### config.mk
export PLATFORM = sky130hd
export DESIGN_NAME = psum_accumulator
export DESIGN_NICKNAME = d
export VERILOG_FILES = /design/src/rtl/vgg_pe_pkg.sv /design/src/rtl/bf16_adder.sv /design/src/rtl/psum_accumulator.sv
export SDC_FILE = /design/constraint.sdc
export NUM_CORES = 2
export LEC_CHECK = 0
export CAP_MARGIN = 5
export CORE_MARGIN = 2
export CORE_UTILIZATION = 41
export DETAILED_ROUTE_END_ITERATION = 8
export GPL_ROUTABILITY_DRIVEN = 1
export PLACE_DENSITY = 0.57
export SYNTH_ARGS = -nofsm -noshare
export SYNTH_HDL_FRONTEND = slang
export SYNTH_SLANG_ARGS = --single-unit
### constraint.sdc
create_clock -name clk -period 30.5 [get_ports clk]
set_clock_uncertainty 0.1 [all_clocks]
set_input_delay 6.1 -clock clk [delete_from_list [all_inputs] [get_ports clk]]
set_output_delay 6.1 -clock clk [all_outputs]
set_load 0.05 [all_outputs]
### src/rtl/vgg_pe_pkg.sv
`default_nettype none
// =============================================================================
// vgg_pe_pkg : bf16 field layout, special encodings and pipeline tag type
// Rev 1.0
// =============================================================================
package vgg_pe_pkg;

  localparam logic [15:0] BF16_ZERO    = 16'h0000;
  localparam logic [15:0] BF16_QNAN    = 16'h7FC0;
  localparam logic [7:0]  BF16_EXP_MAX = 8'd255;

  localparam int BF16_SIGN_BIT = 15;
  localparam int BF16_EXP_MSB  = 14;
  localparam int BF16_EXP_LSB  = 7;
  localparam int BF16_MAN_MSB  = 6;
  localparam int BF16_MAN_LSB  = 0;

  localparam int TREE_LAT = 4;

  typedef struct packed {
    logic valid;
    logic first;
    logic last;
  } beat_tag_t;

endpackage
`default_nettype wire

### src/rtl/bf16_adder.sv
`default_nettype none
// =============================================================================
// bf16_adder : combinational bf16 add, RNE with guard/round/sticky, FTZ
// Rev 1.0
// =============================================================================
module bf16_adder
  import vgg_pe_pkg::*;
(
  input  logic [15:0] i_a,
  input  logic [15:0] i_b,
  output logic [15:0] o_sum
);

  logic        w_sa, w_sb, w_s_big;
  logic [7:0]  w_ea, w_eb, w_e_big, w_e_small, w_exp_diff, w_shamt;
  logic [6:0]  w_ma, w_mb, w_m_big, w_m_small, w_m_out;
  logic        w_a_nan, w_b_nan, w_a_inf, w_b_inf, w_a_zero, w_b_zero;
  logic        w_swap, w_res_zero, w_underflow, w_rnd_up;
  logic [10:0] w_big_m, w_aligned, w_norm;
  logic [21:0] w_wide;
  logic [11:0] w_sum;
  logic [3:0]  w_lz;
  logic [9:0]  w_exp, w_exp_rnd;
  logic [8:0]  w_rounded;

  assign w_sa = i_a[BF16_SIGN_BIT];
  assign w_sb = i_b[BF16_SIGN_BIT];
  assign w_ea = i_a[BF16_EXP_MSB:BF16_EXP_LSB];
  assign w_eb = i_b[BF16_EXP_MSB:BF16_EXP_LSB];
  assign w_ma = i_a[BF16_MAN_MSB:BF16_MAN_LSB];
  assign w_mb = i_b[BF16_MAN_MSB:BF16_MAN_LSB];

  // Exponent 0 covers both zero and denormal: denormals flush to zero here.
  assign w_a_zero = (w_ea == 8'd0);
  assign w_b_zero = (w_eb == 8'd0);
  assign w_a_nan  = (w_ea == BF16_EXP_MAX) && (w_ma != 7'd0);
  assign w_b_nan  = (w_eb == BF16_EXP_MAX) && (w_mb != 7'd0);
  assign w_a_inf  = (w_ea == BF16_EXP_MAX) && (w_ma == 7'd0);
  assign w_b_inf  = (w_eb == BF16_EXP_MAX) && (w_mb == 7'd0);

  always_comb begin
    w_swap      = {w_eb, w_mb} > {w_ea, w_ma};
    w_s_big     = w_swap ? w_sb : w_sa;
    w_e_big     = w_swap ? w_eb : w_ea;
    w_e_small   = w_swap ? w_ea : w_eb;
    w_m_big     = w_swap ? w_mb : w_ma;
    w_m_small   = w_swap ? w_ma : w_mb;
    w_exp_diff  = w_e_big - w_e_small;
    w_shamt     = (w_exp_diff > 8'd12) ? 8'd12 : w_exp_diff;
    w_big_m     = {1'b1, w_m_big, 3'b000};
    w_wide      = {1'b1, w_m_small, 3'b000, 11'd0} >> w_shamt;
    // Bits shifted past the guard field collapse into the sticky LSB.
    w_aligned   = {w_wide[21:12], w_wide[11] | (|w_wide[10:0])};
    w_lz        = 4'd0;
    w_underflow = 1'b0;
    w_res_zero  = 1'b0;
    if (w_sa == w_sb) begin
      w_sum = {1'b0, w_big_m} + {1'b0, w_aligned};
      if (w_sum[11]) begin
        w_norm = {w_sum[11:2], w_sum[1] | w_sum[0]};
        w_exp  = {2'b00, w_e_big} + 10'd1;
      end else begin
        w_norm = w_sum[10:0];
        w_exp  = {2'b00, w_e_big};
      end
    end else begin
      w_sum      = {1'b0, w_big_m - w_aligned};
      w_res_zero = (w_sum[10:0] == 11'd0);
      w_lz       = 4'd11;
      for (int i = 0; i < 11; i++) begin
        if (w_sum[i]) w_lz = 4'(10 - i);
      end
      w_norm      = w_sum[10:0] << w_lz;
      w_underflow = ({2'b00, w_e_big} <= {6'd0, w_lz});
      w_exp       = {2'b00, w_e_big} - {6'd0, w_lz};
    end
    w_rnd_up  = w_norm[2] & (w_norm[1] | w_norm[0] | w_norm[3]);
    w_rounded = {1'b0, w_norm[10:3]} + {8'd0, w_rnd_up};
    w_exp_rnd = w_exp + {9'd0, w_rounded[8]};
    w_m_out   = w_rounded[8] ? w_rounded[7:1] : w_rounded[6:0];
  end

  always_comb begin
    if (w_a_nan || w_b_nan || (w_a_inf && w_b_inf && (w_sa != w_sb)))
      o_sum = BF16_QNAN;
    else if (w_a_inf)
      o_sum = {w_sa, BF16_EXP_MAX, 7'd0};
    else if (w_b_inf)
      o_sum = {w_sb, BF16_EXP_MAX, 7'd0};
    else if (w_a_zero && w_b_zero)
      o_sum = BF16_ZERO;
    else if (w_a_zero)
      o_sum = i_b;
    else if (w_b_zero)
      o_sum = i_a;
    else if (w_res_zero || w_underflow)
      o_sum = BF16_ZERO;
    else if (w_exp_rnd >= {2'b00, BF16_EXP_MAX})
      o_sum = {w_s_big, BF16_EXP_MAX, 7'd0};
    else
      o_sum = {w_s_big, w_exp_rnd[7:0], w_m_out};
  end

endmodule
`default_nettype wire

### src/rtl/psum_accumulator.sv
`default_nettype none
// =============================================================================
// psum_accumulator : 9-input bf16 adder tree plus channel accumulator, stallable
// Rev 1.0
// =============================================================================
module psum_accumulator
  import vgg_pe_pkg::*;
#(
  parameter int DATA_WIDTH = 16,
  parameter int NUM_PROD   = 9,
  parameter int CH_WIDTH   = 10
) (
  input  logic                           clk,
  input  logic                           rst_n,
  input  logic [NUM_PROD*DATA_WIDTH-1:0] in_products,
  input  logic                           in_valid,
  output logic                           in_ready,
  input  logic [CH_WIDTH-1:0]            cfg_num_ch,
  output logic [DATA_WIDTH-1:0]          out_psum,
  output logic                           out_valid,
  input  logic                           out_ready
);

  logic [DATA_WIDTH-1:0] w_prod [NUM_PROD];
  logic [15:0]           w_l1 [4];
  logic [15:0]           w_l2 [2];
  logic [15:0]           w_l3, w_l4, w_acc_sum, w_acc_in;
  logic [15:0]           r_l1 [5];
  logic [15:0]           r_l2 [3];
  logic [15:0]           r_l3 [2];
  logic [15:0]           r_l4, r_acc;
  logic [DATA_WIDTH-1:0] r_out_psum;
  logic                  r_out_valid;
  beat_tag_t             r_tag [TREE_LAT];
  logic [CH_WIDTH-1:0]   r_ch_cnt, w_last_idx;
  logic                  w_en, w_first, w_last;

  assign w_en       = !r_out_valid || out_ready;
  assign in_ready   = w_en;
  assign out_valid  = r_out_valid;
  assign out_psum   = r_out_psum;
  assign w_last_idx = (cfg_num_ch == '0) ? '0 : cfg_num_ch - CH_WIDTH'(1);
  assign w_first    = (r_ch_cnt == '0);
  // >= rather than == so a counter left beyond a shrunken config still wraps.
  assign w_last     = (r_ch_cnt >= w_last_idx);

  generate
    for (genvar k = 0; k < NUM_PROD; k++) begin : g_unpack
      assign w_prod[k] = in_products[k*DATA_WIDTH +: DATA_WIDTH];
    end
    for (genvar k = 0; k < 4; k++) begin : g_l1
      bf16_adder u_add (.i_a(w_prod[2*k]), .i_b(w_prod[2*k+1]), .o_sum(w_l1[k]));
    end
    for (genvar k = 0; k < 2; k++) begin : g_l2
      bf16_adder u_add (.i_a(r_l1[2*k]), .i_b(r_l1[2*k+1]), .o_sum(w_l2[k]));
    end
  endgenerate

  bf16_adder u_add_l3  (.i_a(r_l2[0]), .i_b(r_l2[1]), .o_sum(w_l3));
  bf16_adder u_add_l4  (.i_a(r_l3[0]), .i_b(r_l3[1]), .o_sum(w_l4));
  bf16_adder u_add_acc (.i_a(r_acc),   .i_b(r_l4),    .o_sum(w_acc_sum));

  // First beat of a group loads the tree sum as-is so -0/rounding never leak in.
  assign w_acc_in = r_tag[TREE_LAT-1].first ? r_l4 : w_acc_sum;

  always_ff @(posedge clk or negedge rst_n) begin
    if (!rst_n) begin
      r_ch_cnt    <= '0;
      r_acc       <= BF16_ZERO;
      r_out_psum  <= '0;
      r_out_valid <= 1'b0;
      r_l4        <= BF16_ZERO;
      for (int i = 0; i < TREE_LAT; i++) r_tag[i] <= '0;
      for (int i = 0; i < 5; i++) r_l1[i] <= BF16_ZERO;
      for (int i = 0; i < 3; i++) r_l2[i] <= BF16_ZERO;
      for (int i = 0; i < 2; i++) r_l3[i] <= BF16_ZERO;
    end else if (w_en) begin
      if (in_valid) r_ch_cnt <= w_last ? '0 : r_ch_cnt + CH_WIDTH'(1);
      r_tag[0] <= '{valid: in_valid, first: w_first, last: w_last};
      for (int i = 1; i < TREE_LAT; i++) r_tag[i] <= r_tag[i-1];

      for (int i = 0; i < 4; i++) r_l1[i] <= w_l1[i];
      r_l1[4] <= w_prod[NUM_PROD-1];
      r_l2[0] <= w_l2[0];
      r_l2[1] <= w_l2[1];
      r_l2[2] <= r_l1[4];
      r_l3[0] <= w_l3;
      r_l3[1] <= r_l2[2];
      r_l4    <= w_l4;

      r_out_valid <= r_tag[TREE_LAT-1].valid && r_tag[TREE_LAT-1].last;
      if (r_tag[TREE_LAT-1].valid) begin
        if (r_tag[TREE_LAT-1].last) begin
          r_out_psum <= w_acc_in;
          r_acc      <= BF16_ZERO;
        end else begin
          r_acc <= w_acc_in;
        end
      end
    end
  end

endmodule
`default_nettype wire

; ---- Word-level counts from Yosys, hierarchy flattened
; Cells that the tools add are included.
[word_totals]
regBits = 231
latchBits = 0
ramBits = 0
mem_bits_ro = 0
in_bits = 158
out_inout_bits = 18
mem_count = 0
[classes]
add_sub_neg = 65
multipliers = 0
div_mod_pow = 0
n_lt_le_gt_ge = 37
n_eq_ne = 36
shift = 18
n_mux = 301
n_bitwise = 45
n_reduce_logical = 170
[op_table]
columns = op, n
row1 = $mux 16, 65
row2 = $mux 4, 81
row3 = $mux 8, 27
row4 = $mux 10, 20
row5 = $mux 11, 18
row6 = $shr 22x8->22, 9
row7 = $mux 7, 27
row8 = $eq 8x8->1 const B, 18
row9 = $logic_not 8->1, 18
row10 = $gt 15x15->1, 9
row11 = $mux 15, 9
row12 = $logic_not 7->1, 18
row13 = $reduce_bool 7->1, 18
row14 = $add 11x11->12, 9
row15 = $logic_not 11->1, 9
row16 = $reduce_or 11->1, 9
row17 = $shl 11x4->11, 9
row18 = $sub 11x11->11, 9
row19 = $add 10x1->10, 9
row20 = $ge 10x8->1 const B, 9
row21 = $add 8x1->9, 9
row22 = $add 8x1->9 const B, 9
row23 = $sub 8x4->9, 9
row24 = $gt 8x4->1 const B, 9
row25 = 17 further kinds, 236

; ---- Logic depth before layout (Yosys ltp)
[depth]
ltp_word = 39
ltp_mapped = 63
mapped_depth_nobuf = 59

; ---- Modules after synthesis
; Synthesis repeated with hierarchy kept, for this count alone.
[hier_totals]
hier_cells = 8389
area_unflattened_um2 = 57373.8
[by_module_without_submodules]
columns = module, n_inst, cells_each, area_per_inst_um2, seq_area_each_um2
row1 = bf16_adder (g_l1[1].u_add ...), 4, 827, 5460.2, 0.0
row2 = bf16_adder (u_add_l3 ...), 2, 779, 5031.1, 0.0
row3 = psum_accumulator, 1, 1038, 9435.3, 5780.5
row4 = bf16_adder (g_l1[2].u_add), 1, 839, 5634.2, 0.0
row5 = bf16_adder (g_l1[0].u_add), 1, 858, 5372.7, 0.0
row6 = bf16_adder (u_add_acc), 1, 788, 5028.6, 0.0

; ---- Worst setup path after synthesis
; Ideal clock, no wire load.
[synth_timing]
path_type = in2reg
from = in in_products[77]
to = reg r_l1[36] (netlist name)
setup_time_ns = 0.137
arrival_time_ns = 16.987
required_ns = 30.263
slack_ns = 13.276
path_stages = 52
path_buffers = 3
cell_sequence = inv_1 ha_1 and2_1 nand3_1 or3_1 nor2_1 a21o_1 buf_2 buf_1 a21oi_1 ha_1 inv_1 a21oi_1 a211oi_1 mux2i_1 a211o_1 o32a_1 or3_1 (+16 left out) o31ai_1 o22ai_1 inv_1 ha_1 and3_1 nand3b_1 nor2_2 ha_1 ha_1 inv_1 xnor2_1 nand3_1 nor3b_1 nand4_1 a31oi_1 nor2_1 a222oi_1 a22oi_1
[synth_between]
elab_chain_cells = 37
word_cells_on_any_way = 62
[synth_rtl]
columns = element, line_no
row1 = from (decl), psum_accumulator.sv:15  ; input logic [NUM_PROD*DATA_WIDTH-1:0] in_products,
row2 = $gt 15x15->1, bf16_adder.sv:42  ; w_swap = {w_eb, w_mb} > {w_ea, w_ma};
row3 = "$mux 8, on equally long branches", "bf16_adder.sv:44, bf16_adder.sv:45"
row4 = $sub 8x8->8, bf16_adder.sv:48  ; w_exp_diff = w_e_big - w_e_small;
row5 = $gt 8x4->1, bf16_adder.sv:49  ; w_shamt = (w_exp_diff > 8'd12) ? 8'd12 : w_exp_diff;
row6 = $mux 8, bf16_adder.sv:49
row7 = $shr 22x8->22, bf16_adder.sv:51  ; w_wide = {1'b1, w_m_small, 3'b000, 11'd0} >> w_shamt;
row8 = $reduce_or 11->1, bf16_adder.sv:53  ; w_aligned = {w_wide[21:12], w_wide[11] | (|w_wide[10:0])};
row9 = $or 1x1->1, bf16_adder.sv:53
row10 = (+21 left out), -
row11 = $mux 15, bf16_adder.sv:98  ; else if (w_exp_rnd >= {2'b00, BF16_EXP_MAX})
row12 = $mux 16, bf16_adder.sv:96  ; else if (w_res_zero || w_underflow)
row13 = $mux 16, bf16_adder.sv:94  ; else if (w_b_zero)
row14 = $mux 16, bf16_adder.sv:92  ; else if (w_a_zero)
row15 = $mux 16, bf16_adder.sv:90  ; else if (w_a_zero && w_b_zero)
row16 = $mux 16, bf16_adder.sv:88  ; else if (w_b_inf)
row17 = $mux 16, bf16_adder.sv:86  ; else if (w_a_inf)
row18 = $mux 16 (*), bf16_adder.sv:84  ; if (w_a_nan || w_b_nan || (w_a_inf && w_b_inf && (w_sa != w_sb)))
row19 = to (decl), psum_accumulator.sv:28  ; logic [15:0] r_l1 [5];
; Mark *: on every way between the ends. The rest lies on a longest branch, timed or not. The select of a mux whose other input is x is not followed.
; A chain may end at the register's enable or synchronous reset.

; ---- Worst setup path in the final report
[layout_timing]
from = in in_products[76]
to = reg r_l1[34] (netlist name)
; The elaborated chain is that of the path after synthesis.

==> results.toml <==
[outcome]
status = "finished, final reports clean"

[synth]
synth_edf_count = 0
synth_warnings = 0
synth_fp_nets = 8244
syn-cell-area_sq_um = 51580
synth-main-ff-cell = "dfrtp_1"
synth-async-reset-ratio = 1.000
avgSynthCellArea_sq_um = 6.719
ys_ff_latch = 231
ys_types = 133
ys_seq_area_frac = 0.1121
synthCells = 7677

[layout]
final_nets = 8188
multi_input_area_sq_um = 42870
drive_gt1_frac = 0.05164
n_antenna_cell = 0
synthToLayoutAreaGrowth_pct = 8.511
seqCellArea_sq_um = 5781
fillCellCount = 13115
stdcell_area_sq_um = 55970

[timing]
grt_setup_unrepaired = "no"
whs_ns = 0.3640
max_freq_mhz = 50.49
min_period_over_period = 0.6494
finalSetupTns_ns = 0
setup_ws_ns = 10.69
setup_viol = 0
slew_headroom = 0.1750
drv_slew = 0
min_period_ns = 19.81
hold_viol_final = 0
tightest_slew_ns = 1.228

[hold_path]
hold_path_end = "r_tag[4]"
whs_path_depth = 2
min_path_type = "register to register"
min_from = "r_tag[4]"

[run]
cap_violations = 0

[clock_tree]
clk_pin_slew_ns = 0.06
ctsHoldBuffers = 0
cts.sinks = 231
post_cts_buffers = 0
h-tree-depth = 2
post_cts_resized = 0
cts_buffers = 36
cts.path.max_buffers = 3
clk_latency_ns = 0.59
cts_root_buf = "clkbuf_16"
tritoncts = "done"

[place]
pre_cts_slack_ns = 10.49
io_buffer_count = 175
gp_congestion = 0.9700
hpwl_microns = 156900
post_dp_cell_area_sq_um = 54660

[detailed_routing]
initialDrtViolationCount = 6531
drtPass1Iterations = 9
detail-route-antenna-nets = 0
drc = 0
viasPerCell = 6.443
avgRoutedWirePerCell_microns = 21.31
wl_microns = 198100
num_vias = 59911

[global_routing]
first_global_vias = 55184
grt_use_met1 = 0.4008
grt_usage = 0.2932
grtUsageMet2 = 0.4796
gr-usage-met3 = 0.03015
grt_pass1_wl_microns = 309600
antenna_found_initial = 0
grt-ovfl-total = 0
grt_start_max_net_pins = 145
busiest_layer = "met2"

[worst_setup_path]
start_kind = "primary input"
slowest_stage = "a311oi_1"
critPathMaxStageDelay_ns = 0.76
crit_path_end_kind = "register"
reg2reg_from = "r_l3[23]"
cp_max_fo = 20
worstSetupPathType = "primary input to register"
ff2ff_setup_slack_ns = 16.30
cp_data_arrival_time_ns = 20.14
path_common_cell = "ha_1"
reg2reg_to = "r_l4[2]"
worst_ep_required_time_ns = 30.83
worstRegToRegCells = 42

[floorplanning]
core_region_area_sq_um = 125200
die_w_microns = 358.7
die_h_microns = 358.7
boundaryPins = 176
floorplan.initialDensity = 0.4119
die_area_sq_um = 128700
rows = 130
## critical path: cells and delay by family
family / cells / cell delay [ns]
AOI/OAI and AO/OA: 20 / 6.94
buffers and inverters: 4 / 0.98
xor gates and xnor gates: 2 / 0.79
adders and majority gates: 5 / 1.48
muxes: 3 / 0.68
and+or+nand+nor: 14 / 3.17
## kinds of logic after synthesis
kind of cell | after synthesis | share of synthesized area
buffers and inverters | 772 | 0.05802
XOR/XNOR | 295 | 0.05023
adder cells (fa/ha/maj) | 409 | 0.1018
AO/OA/AOI/OAI | 2576 | 0.3360
multiplexers | 237 | 0.05040
flip-flops | 231 | 0.1121
AND/OR/NAND/NOR | 3157 | 0.2914
## layout by cell type, fill, tap and decap left out, drive strengths merged, types with 157 or more instances in the layout
cell           instances
mux2i                157
a21oi                614
nand2                952
nand3                226
o21ai                570
clkdlybuf4s50        174
xnor2                189
dfrtp                231
nor3                 213
nor2                 880
ha                   391
inv                  427
## metal layers
layer  share of wire  up-vias  routed length, microns
li1                -    28585                       -
met1            0.45    28404                   88470
met2            0.45     2538                   89640
met3           0.066      382                   13130
met4           0.034        2                    6809
met5         0.00036        -                      72
## state kept, by name, indices dropped and copies added, names as in the netlist
| signal | count |
|---|---|
| out_psum | 16 |
| r_ch_cnt | 10 |
| out_valid | 1 |
| r_acc | 16 |
| r_l3 | 32 |
| r_tag | 12 |
| r_l1 | 80 |
| r_l4 | 16 |
| r_l2 | 48 |
## synthesized netlist by cell type (31+ instances only)
library cell / n / area, sq um
a21oi_1: 604 / 3023
nand2_1: 948 / 3558
o211ai_1: 110 / 825.8
mux2_2: 68 / 765.7
o311ai_0: 43 / 376.6
nand4_1: 127 / 794.5
or4_1: 34 / 255.2
o31ai_1: 72 / 540.5
mux2i_1: 156 / 1562
a211o_1: 39 / 341.6
a22oi_1: 87 / 653.1
nor3_1: 210 / 1051
xor2_1: 106 / 928.4
xnor2_1: 188 / 1647
dfrtp_1: 231 / 5781
clkbuf_1: 289 / 1085
nand2b_1: 96 / 600.6
a41oi_1: 31 / 271.5
nor2b_1: 85 / 531.8
or2_2: 50 / 312.8
and3_1: 85 / 531.8
nor4_1: 118 / 738.2
inv_1: 414 / 1554
o21ai_0: 548 / 2743
or3_1: 68 / 425.4
nor2_1: 875 / 3284
a221oi_1: 49 / 429.2
o2111ai_1: 31 / 271.5
and2_1: 97 / 606.8
o22ai_1: 70 / 437.9
nand3_1: 226 / 1131
a211oi_1: 106 / 795.8
a31oi_1: 112 / 700.7
ha_1: 391 / 4892
o21a_1: 43 / 322.8
a21o_1: 108 / 810.8
## stage by stage
stage / util / cells
final: 0.4469 / 9299
after global routing: 0.4469 / 9299
after CTS: 0.4469 / 9299
after detailed placement: 0.4365 / 9233
after global placement: 0.4365 / 9233
after floorplan: - / 7677
## worst max-delay path by stage
stage          slack, ns  cells past startpoint       end             from
6_report           10.69                     48  r_l1[34]  in_products[76]
5_1_grt             9.66                     48  r_l1[36]  in_products[76]
4_1_cts            11.00                     48  r_l1[36]  in_products[76]
3_5_place_dp       10.49                     48  r_l1[36]  in_products[76]
3_3_place_gp       10.80                     48  r_l1[36]  in_products[76]
2_1_floorplan      13.28                     52  r_l1[36]  in_products[77]
## cell type report
cell class / instances / share of cell area
inverters: 430 / 0.02892
flip-flops and latches: 231 / 0.1033
multi-input cells: 6674 / 0.7659
clock inverters: 24 / 0.006214
clock buffers: 42 / 0.01721
repair buffers: 248 / 0.04162
well taps: 1650 / 0.03688
Power is not shown: default switching activity piles up to over one toggle a cycle in this logic, so the estimate is an artifact.
